<file path="config.mk">
export PLATFORM = sky130hd
export DESIGN_NAME = mem_bus_ctrl
export DESIGN_NICKNAME = d
export VERILOG_FILES = /design/src/rtl/mem_bus_ctrl.sv
export SDC_FILE = /design/constraint.sdc
export NUM_CORES = 1
export LEC_CHECK = 0
export BUFFER_PORTS_ARGS = -buffer_cell sky130_fd_sc_hd__buf_2
export CAP_MARGIN = 10
export CORE_AREA = 2 2 77 79
export DETAILED_ROUTE_END_ITERATION = 6
export DIE_AREA = 0 0 79 81
export PLACE_DENSITY = 0.82
export SETUP_SLACK_MARGIN = 0.02
export SKIP_CTS_REPAIR_TIMING = 1
export SLEW_MARGIN = 10
export SYNTH_ARGS = -nofsm -noshare
export SYNTH_HDL_FRONTEND = slang
export SYNTH_SLANG_ARGS = --single-unit
</file>
<file path="constraint.sdc">
create_clock -name clk -period 3.3 [get_ports clk]
set_input_delay 0.66 -clock clk [delete_from_list [all_inputs] [get_ports clk]]
set_output_delay 0.66 -clock clk [all_outputs]
set_load 0.05 [all_outputs]
</file>
<file path="src/rtl/mem_bus_ctrl.sv">
// rtl/mem_bus_ctrl.sv - load/store bus controller: data RAM and UART MMIO decode, wait states, stall
// Optional feature macro: MMIO_TIMEOUT_EN (bounds the wait for uart_tx_ready to TIMEOUT cycles).
module mem_bus_ctrl #(
  parameter int          RAM_AW    = 10,
  parameter logic [31:0] UART_BASE = 32'h1000_0000,
  parameter int          TIMEOUT   = 255
) (
  input  logic              clk,
  input  logic              rst,
  input  logic [31:0]       req_addr,
  input  logic [31:0]       req_wdata,
  input  logic              req_we,
  input  logic              req_re,
  output logic              stall,
  output logic [31:0]       rdata,
  output logic [RAM_AW-1:0] ram_addr,
  output logic [31:0]       ram_wdata,
  output logic              ram_we,
  output logic              ram_re,
  input  logic [31:0]       ram_rdata,
  output logic [7:0]        uart_tx_data,
  output logic              uart_tx_valid,
  input  logic              uart_tx_ready,
  input  logic [7:0]        uart_rx_data,
  input  logic              uart_rx_valid,
  output logic              uart_rx_ack,
  output logic              bus_err
);

  typedef enum logic [1:0] {
    IDLE    = 2'd0,
    RAM_RD  = 2'd1,
    UART_TX = 2'd2,
    DONE    = 2'd3
  } state_t;

  state_t      state;
  state_t      state_nxt;
  logic [31:0] rdata_q;
  logic [31:0] rdata_nxt;
  logic        load_tx;
  logic        set_err;
  logic        tx_timeout;

  // Address decode. A store wins when both strobes are high.
  logic        req_ok;
  logic        is_wr;
  logic        is_rd;
  logic        hit_ram;
  logic        hit_uart;
  logic [31:0] uart_off;
  logic [1:0]  uart_reg;

  // Requests are ignored while reset is asserted so every output reads 0.
  assign req_ok   = rst & (req_we | req_re);
  assign is_wr    = req_we;
  assign is_rd    = req_re & ~req_we;
  assign hit_ram  = (req_addr[31:RAM_AW+2] == '0);
  assign uart_off = req_addr - UART_BASE;
  assign hit_uart = (uart_off < 32'd12);
  assign uart_reg = uart_off[3:2];

  assign ram_addr  = rst ? req_addr[RAM_AW+1:2] : '0;
  assign ram_wdata = rst ? req_wdata : '0;

`ifdef MMIO_TIMEOUT_EN
  localparam int CNT_W = ($clog2(TIMEOUT + 1) > 8) ? $clog2(TIMEOUT + 1) : 8;
  logic [CNT_W-1:0] wait_cnt;

  // Count cycles spent waiting for the transmitter; restarts on every new TX access.
  always_ff @(posedge clk or negedge rst) begin
    if (!rst) begin
      wait_cnt <= '0;
    end else if (state == UART_TX) begin
      wait_cnt <= wait_cnt + 1'b1;
    end else begin
      wait_cnt <= '0;
    end
  end

  assign tx_timeout = (wait_cnt == CNT_W'(TIMEOUT - 1));
`else
  assign tx_timeout = 1'b0;
`endif

  // State register plus the registered read data, TX byte and sticky error flag.
  always_ff @(posedge clk or negedge rst) begin
    if (!rst) begin
      state        <= IDLE;
      rdata_q      <= '0;
      uart_tx_data <= '0;
      bus_err      <= 1'b0;
    end else begin
      state   <= state_nxt;
      rdata_q <= rdata_nxt;
      if (load_tx) begin
        uart_tx_data <= req_wdata[7:0];
      end
      if (set_err) begin
        bus_err <= 1'b1;
      end
    end
  end

  // Next-state and output decode; RAM writes and unmapped writes complete in the IDLE cycle.
  always_comb begin
    state_nxt     = state;
    rdata_nxt     = rdata_q;
    stall         = 1'b0;
    rdata         = '0;
    ram_we        = 1'b0;
    ram_re        = 1'b0;
    uart_tx_valid = 1'b0;
    uart_rx_ack   = 1'b0;
    load_tx       = 1'b0;
    set_err       = 1'b0;
    case (state)
      IDLE: begin
        if (req_ok) begin
          if (hit_ram) begin
            if (is_wr) begin
              ram_we = 1'b1;
            end else begin
              ram_re    = 1'b1;
              stall     = 1'b1;
              state_nxt = RAM_RD;
            end
          end else if (hit_uart) begin
            stall     = 1'b1;
            state_nxt = DONE;
            rdata_nxt = '0;
            if (is_wr) begin
              if (uart_reg == 2'd0) begin
                load_tx   = 1'b1;
                state_nxt = UART_TX;
              end
            end else if (is_rd) begin
              case (uart_reg)
                2'd1: rdata_nxt = {30'b0, uart_rx_valid, uart_tx_ready};
                2'd2: begin
                  if (uart_rx_valid) begin
                    rdata_nxt   = {24'b0, uart_rx_data};
                    uart_rx_ack = 1'b1;
                  end else begin
                    rdata_nxt = 32'hFFFF_FFFF;
                  end
                end
                default: rdata_nxt = '0;
              endcase
            end
          end else begin
            set_err = 1'b1;
            if (is_rd) begin
              stall     = 1'b1;
              rdata_nxt = '0;
              state_nxt = DONE;
            end
          end
        end
      end
      RAM_RD: begin
        rdata     = ram_rdata;
        state_nxt = IDLE;
      end
      UART_TX: begin
        uart_tx_valid = 1'b1;
        stall         = 1'b1;
        if (uart_tx_ready) begin
          state_nxt = DONE;
        end else if (tx_timeout) begin
          set_err   = 1'b1;
          state_nxt = DONE;
        end
      end
      DONE: begin
        rdata     = rdata_q;
        state_nxt = IDLE;
      end
      default: state_nxt = IDLE;
    endcase
  end

endmodule
</file>
==> flow_metrics.py, run 1 <==
metrics = {
    "timing": {
        "drv_slew": 0,
        "fin_skew_ns": 0.00239,
        "slew_headroom_pct": 53.5,
        "tightest_slew_ns": 0.697,
        "min_period_ns": 2.97,
        "finalCritPeriodShare_pct": 90.1,
        "max_freq_ghz": 0.336,
        "rsz0062_at_grt": "no",
        "hold_violations": 0,
        "setup_viol": 0,
        "timing.hold.ws_ns": 0.483,
        "tns_ns": 0,
    },
    "clock_tree": {
        "cts.root.buffer_cell": "clkbuf_8",
        "clock-sinks": 20,
        "cts_made_buffers": 3,
        "htree_levels": 1,
        "cts.path.max_buffers": 2,
        "cts.clk_slew.worst_paths_ns": 0.08,
        "cts_tree": "done",
        "insertion_delay_ns": 0.26,
    },
    "cells_and_area": {
        "nets": 512,
        "area_delta_synth_final_pct": 62.4,
        "final_util_pct": 50.7,
        "antenna_cells": 0,
        "drive_above_1_share_pct": 54.9,
        "design_area_sq_mm": 0.00288,
    },
    "global_routing": {
        "grt_overflow_total": 0,
        "grt_max_degree": 63,
        "grt_use_total_pct": 16.3,
        "grt_pass1_wl_mm": 8.47,
        "grt_antenna_before_repair": 0,
        "grt_pass1_vias": 1929,
    },
    "synth": {
        "syn-cell-area_sq_mm": 0.00177,
        "synth_top_cell_area_share_pct": 28.2,
        "netlist_instances": 209,
        "synth_area_leaders": "dfrtp_1 28%, and2_1 15%, a21o_1 10%, mux2_4 6.8%, mux2i_1 4.5%",
        "yosysSeqAreaShare_pct": 28.2,
        "synth_ff_type": "dfrtp_1",
        "yosysWarnings": 0,
        "syn_avg_cell_area_sq_um": 8.48,
        "synth_edf_count": 0,
        "synth_top_area_cell": "dfrtp_1",
        "ys_ff_latch": 20,
        "syn-num-nets": 323,
        "ys_types": 35,
        "async_flop_share_pct": 100,
    },
    "power": {
        "design_power_total_mw": 1.35,
        "ir_worst_vdd_v": 0.000222,
        "power.leakage_nw": 1.85,
        "power.density_mw_per_mm2": 469,
    },
    "die": {
        "die_h_microns": 81,
        "coreArea_sq_mm": 0.00568,
        "rows": 28,
        "io_pins": 198,
        "die_w_microns": 79,
        "initial_core_util_pct": 31.2,
        "dieArea_sq_mm": 0.00640,
    },
    "job": {
        "drv_cap": 0,
    },
    "run_status": {
        "outcome": "finished, final reports clean",
    },
    "placed_design": {
        "dp_hpwl_mm": 4.89,
        "portBuffers": 195,
        "place_congestion": 0.780,
        "dpl_cell_area_sq_mm": 0.00280,
    },
    "route": {
        "wirelength_mm": 5.96,
        "routed_via_density": 4.76,
        "dr.pass1.iters": 6,
        "drcViolationCount": 0,
        "dr_total_vias": 2249,
        "avgRoutedWirePerCell_microns": 12.6,
        "ant_nets": 0,
        "drt_iter0_drc": 29,
    },
    "worst_hold_path": {
        "min_path_type": "reg -> reg",
    },
    "critical_path": {
        "endpoint_kind": "output port",
        "cp_max_fo": 4,
        "worstPathRequired_ns": 2.64,
        "path_class": "in -> out",
        "cp-start-kind": "input port",
        "arrival_ns": 2.31,
    },
}
==> cell usage after synthesis, types with 2 or more instances <==
master and n:
a21boi_0 2, a21o_1 24, and2_1 42, and3_1 2, clkbuf_1 13, dfrtp_1 20, ha_1 4, inv_1 4
mux2_4 8, mux2i_1 8, nand2_1 5, nand2b_1 2, nand3_1 4, nor2_1 20, nor3_1 5, nor4_1 7
o21ai_0 11, o31a_1 2, o31ai_1 10
==> critical path, cell delays in order <==
cell and delay (ns):
buf_2 0.12, ha_1 0.20, nor3_1 0.22, nand3_1 0.18, buf_4 0.20, o31a_1 0.25
nor2_1 0.09, o31a_1 0.13, buf_2 0.26
==> layer usage <==
layer | up-vias | routed length (microns) | track usage [%] | share of wire, %
li1 | 1108 | - | - | -
met1 | 1010 | 2280 | 17.8 | 38
met2 | 125 | 3090 | 31.9 | 52
met3 | 6 | 529 | 2.44 | 8.9
met4 | 0 | 59 | 5.52 | 0.99
met5 | - | 0 | 0 | 0
==> registers in the layout, indices dropped and copies added, names as in the netlist <==
signal,cells
bus_err,1
uart_tx_data,8
rdata_q,9
state,2
==> kinds of logic (layout without fill, tap and decap cells) <==
logic type | after synthesis | in the layout | synth area share, %
buf+inv | 22 | 210 | 7.13
mux | 16 | 16 | 11.3
fa+ha+maj | 4 | 4 | 2.82
flops | 20 | 20 | 28.2
simple gates | 92 | 92 | 28.6
compound gates | 55 | 55 | 21.9
==> cell type report <==
type / instances / area [sq um]
tap: 75 / 93.8
timing repair buffer: 201 / 1020
inverter: 5 / 18.8
fill: 544 / 2800
clock buffer: 3 / 41.3
sequential: 20 / 500
multi-input combinational: 167 / 1170
clock inverter: 1 / 30.0
==> cell usage in the layout (no fill, tap or decap) <==
master	instances
nand2_1	5
nor2b_1	1
or2_1	1
inv_1	4
clkinv_1	1
nor4_4	1
o21ai_0	11
o21ai_1	1
buf_2	195
o31a_1	2
nor4_1	5
buf_4	6
and3_1	2
and2_1	42
a21oi_1	1
a32o_1	1
nor2_1	20
a31o_2	1
bufinv_16	1
nor3_2	1
or4_4	1
o21bai_1	1
mux2_4	8
a21boi_0	2
dfrtp_1	20
nor4_2	1
clkbuf_8	3
nand3_1	4
nor3_1	4
nand4_1	1
or2_0	1
nand2b_1	2
o31ai_1	10
ha_1	4
a21o_1	24
mux2i_1	8
o41ai_1	1
==> worst paths after layout <==
path                                           start                     end  slack, ns  cells after the start
max in group asynchronous                        rst  rdata_q[4]$_DFFE_PN0P_       2.44                      2
min in group asynchronous                        rst  rdata_q[1]$_DFFE_PN0P_       0.50                      2
worst min register to register   bus_err$_DFFE_PN0P_     bus_err$_DFFE_PN0P_       0.48                      1
worst max register to register  state[1]$_DFFE_PN0P_  rdata_q[2]$_DFFE_PN0P_       1.12                      5
worst min-delay path             bus_err$_DFFE_PN0P_     bus_err$_DFFE_PN0P_       0.48                      1
worst max-delay path                     req_addr[2]                   stall       0.33                      9
==> power by group <==
part	total (mW)	internal [mW]	switching (mW)	leakage, nW
logic	0.806	0.233	0.573	1.55
registers	0.297	0.254	0.0425	0.272
clock network	0.247	0.162	0.0852	0.0357
total	1.35	0.649	0.701	1.85
==> per-stage QoR <==
| stage | setup WS [ns] | std cells |
|---|---|---|
| 2_1_floorplan | 0.156 | 209 |
| 6_report | 0.325 | 472 |
| 3_5_place_dp | 0.196 | 468 |
| 4_1_cts | 0.192 | 472 |
| 5_1_grt | 0.161 | 472 |
| 3_3_place_gp | 0.256 | 468 |
Power figures use the tool's default switching activity.
==> inputs of run 2 (changes only) <==
--- a/config.mk
+++ b/config.mk
@@ -10,6 +10,7 @@
 export CORE_AREA = 2 2 77 79
 export DETAILED_ROUTE_END_ITERATION = 6
 export DIE_AREA = 0 0 79 81
+export MAX_ROUTING_LAYER = met4
 export PLACE_DENSITY = 0.82
 export SETUP_SLACK_MARGIN = 0.02
 export SKIP_CTS_REPAIR_TIMING = 1
==> flow_metrics.py, run 2 (synthesis gave the netlist of run 1 again) <==
metrics = {
    "die": {
        "die_h_microns": 81,
        "io_pins": 198,
        "coreArea_sq_mm": 0.00568,
        "initial_core_util_pct": 31.2,
        "rows": 28,
        "dieArea_sq_mm": 0.00640,
        "die_w_microns": 79,
    },
    "clock_tree": {
        "htree_levels": 1,
        "cts.root.buffer_cell": "clkbuf_8",
        "cts_made_buffers": 3,
        "cts.clk_slew.worst_paths_ns": 0.08,
        "insertion_delay_ns": 0.26,
        "clock-sinks": 20,
        "cts.path.max_buffers": 2,
        "cts_tree": "done",
    },
    "cells_and_area": {
        "drive_above_1_share_pct": 54.9,
        "mostFrequentLayoutCell": "buf_2",
        "area_delta_synth_final_pct": 62.4,
        "final_cell_mix": "195 x buf_2, 42 x and2_1, 24 x a21o_1",
        "regArea_sq_um": 500,
        "final_util_pct": 50.7,
        "antenna_cells": 0,
        "regMostFlops": "rdata_q",
        "multi_input_area_sq_mm": 0.00117,
        "top_regs": "rdata_q (9), uart_tx_data (8), state (2)",
        "nets": 512,
        "stdcell_count": 472,
        "largest_reg_flops": 9,
        "fillers": 544,
    },
    "global_routing": {
        "grt_antenna_before_repair": 0,
        "grt_pass1_wl_mm": 8.48,
        "grt_pass1_vias": 1928,
        "grt_use_total_pct": 16.8,
        "grt_max_degree": 63,
        "grt_overflow_total": 0,
    },
    "route": {
        "drt_iter0_drc": 28,
        "drcViolationCount": 0,
        "dr_total_vias": 2232,
        "wirelength_mm": 5.97,
        "ant_nets": 0,
        "dr.pass1.iters": 4,
        "avgRoutedWirePerCell_microns": 12.7,
        "routed_via_density": 4.73,
    },
    "timing": {
        "hold_violations": 0,
        "max_freq_ghz": 0.337,
        "rsz0062_at_grt": "no",
        "slew_headroom_pct": 53.8,
        "fin_skew_ns": 0.00217,
        "drv_slew": 0,
        "tns_ns": 0,
        "setup_viol": 0,
        "min_period_ns": 2.97,
        "timing.hold.ws_ns": 0.483,
        "tightest_slew_ns": 0.694,
        "finalCritPeriodShare_pct": 90.0,
    },
    "critical_path": {
        "startpoint": "req_addr[2]",
        "worstPathRequired_ns": 2.64,
        "endpoint_kind": "output port",
        "cp_max_fo": 4,
        "cp-start-kind": "input port",
        "path_class": "in -> out",
        "r2r-start": "state[1]$_DFFE_PN0P_",
        "arrival_ns": 2.31,
    },
    "placed_design": {
        "place_congestion": 0.791,
        "dp_hpwl_mm": 4.89,
        "portBuffers": 195,
        "dp_cells": 468,
    },
    "worst_hold_path": {
        "worstHoldStart": "bus_err$_DFFE_PN0P_",
        "min_path_type": "reg -> reg",
    },
    "power": {
        "power.density_mw_per_mm2": 469,
        "power.leakage_nw": 1.85,
        "ir_worst_vdd_v": 0.000222,
    },
    "run_status": {
        "outcome": "finished, final reports clean",
    },
    "job": {
        "drv_cap": 0,
    },
}
## run 2: layer usage
layer	up-vias	wire [microns]	global-route usage, %
met4	0	62	5.52
met5	-	0	-
met1	1000	2330	18.1
li1	1107	-	-
met3	6	498	2.00
met2	119	3080	31.9
## run 2: through the flow
| step | power [mW] | cell area, sq um | worst slack, ns |
|---|---|---|---|
| global route | 1.42 | 2880 | 0.161 |
| finish | 1.35 | 2880 | 0.328 |
| detailed placement | 1.11 | 2800 | 0.196 |
| floorplan | 0.898 | 1790 | 0.156 |
| global placement | 1.10 | 2800 | 0.256 |
| CTS | 1.36 | 2870 | 0.192 |
## run 2: worst paths after layout
path	cells past startpoint	to	slack [ns]
max in group asynchronous	2	rdata_q[4]$_DFFE_PN0P_	2.45
setup / recovery	9	stall	0.33
hold / removal	1	bus_err$_DFFE_PN0P_	0.48
min in group asynchronous	2	rdata_q[1]$_DFFE_PN0P_	0.51
hold reg to reg	1	bus_err$_DFFE_PN0P_	0.48
setup reg to reg	5	rdata_q[2]$_DFFE_PN0P_	1.11
## run 2: cell type report
class	instances	area share [%]
timing repair buffer	201	35.5
tap	75	3.26
clock buffer	3	1.44
sequential	20	17.4
multi-input combinational	167	40.7
clock inverter	1	1.04
inverter	5	0.652
## run 2: worst max-delay path: stages
cell and delay [ns]:
buf_2 0.12, ha_1 0.20, nor3_1 0.22, nand3_1 0.18, buf_4 0.20, o31a_1 0.25
nor2_1 0.09, o31a_1 0.13, buf_2 0.26
## run 2: power breakdown
group | switching [mW] | total [mW] | internal (mW)
logic | 0.573 | 0.806 | 0.233
clock network | 0.0854 | 0.247 | 0.162
registers | 0.0423 | 0.297 | 0.254
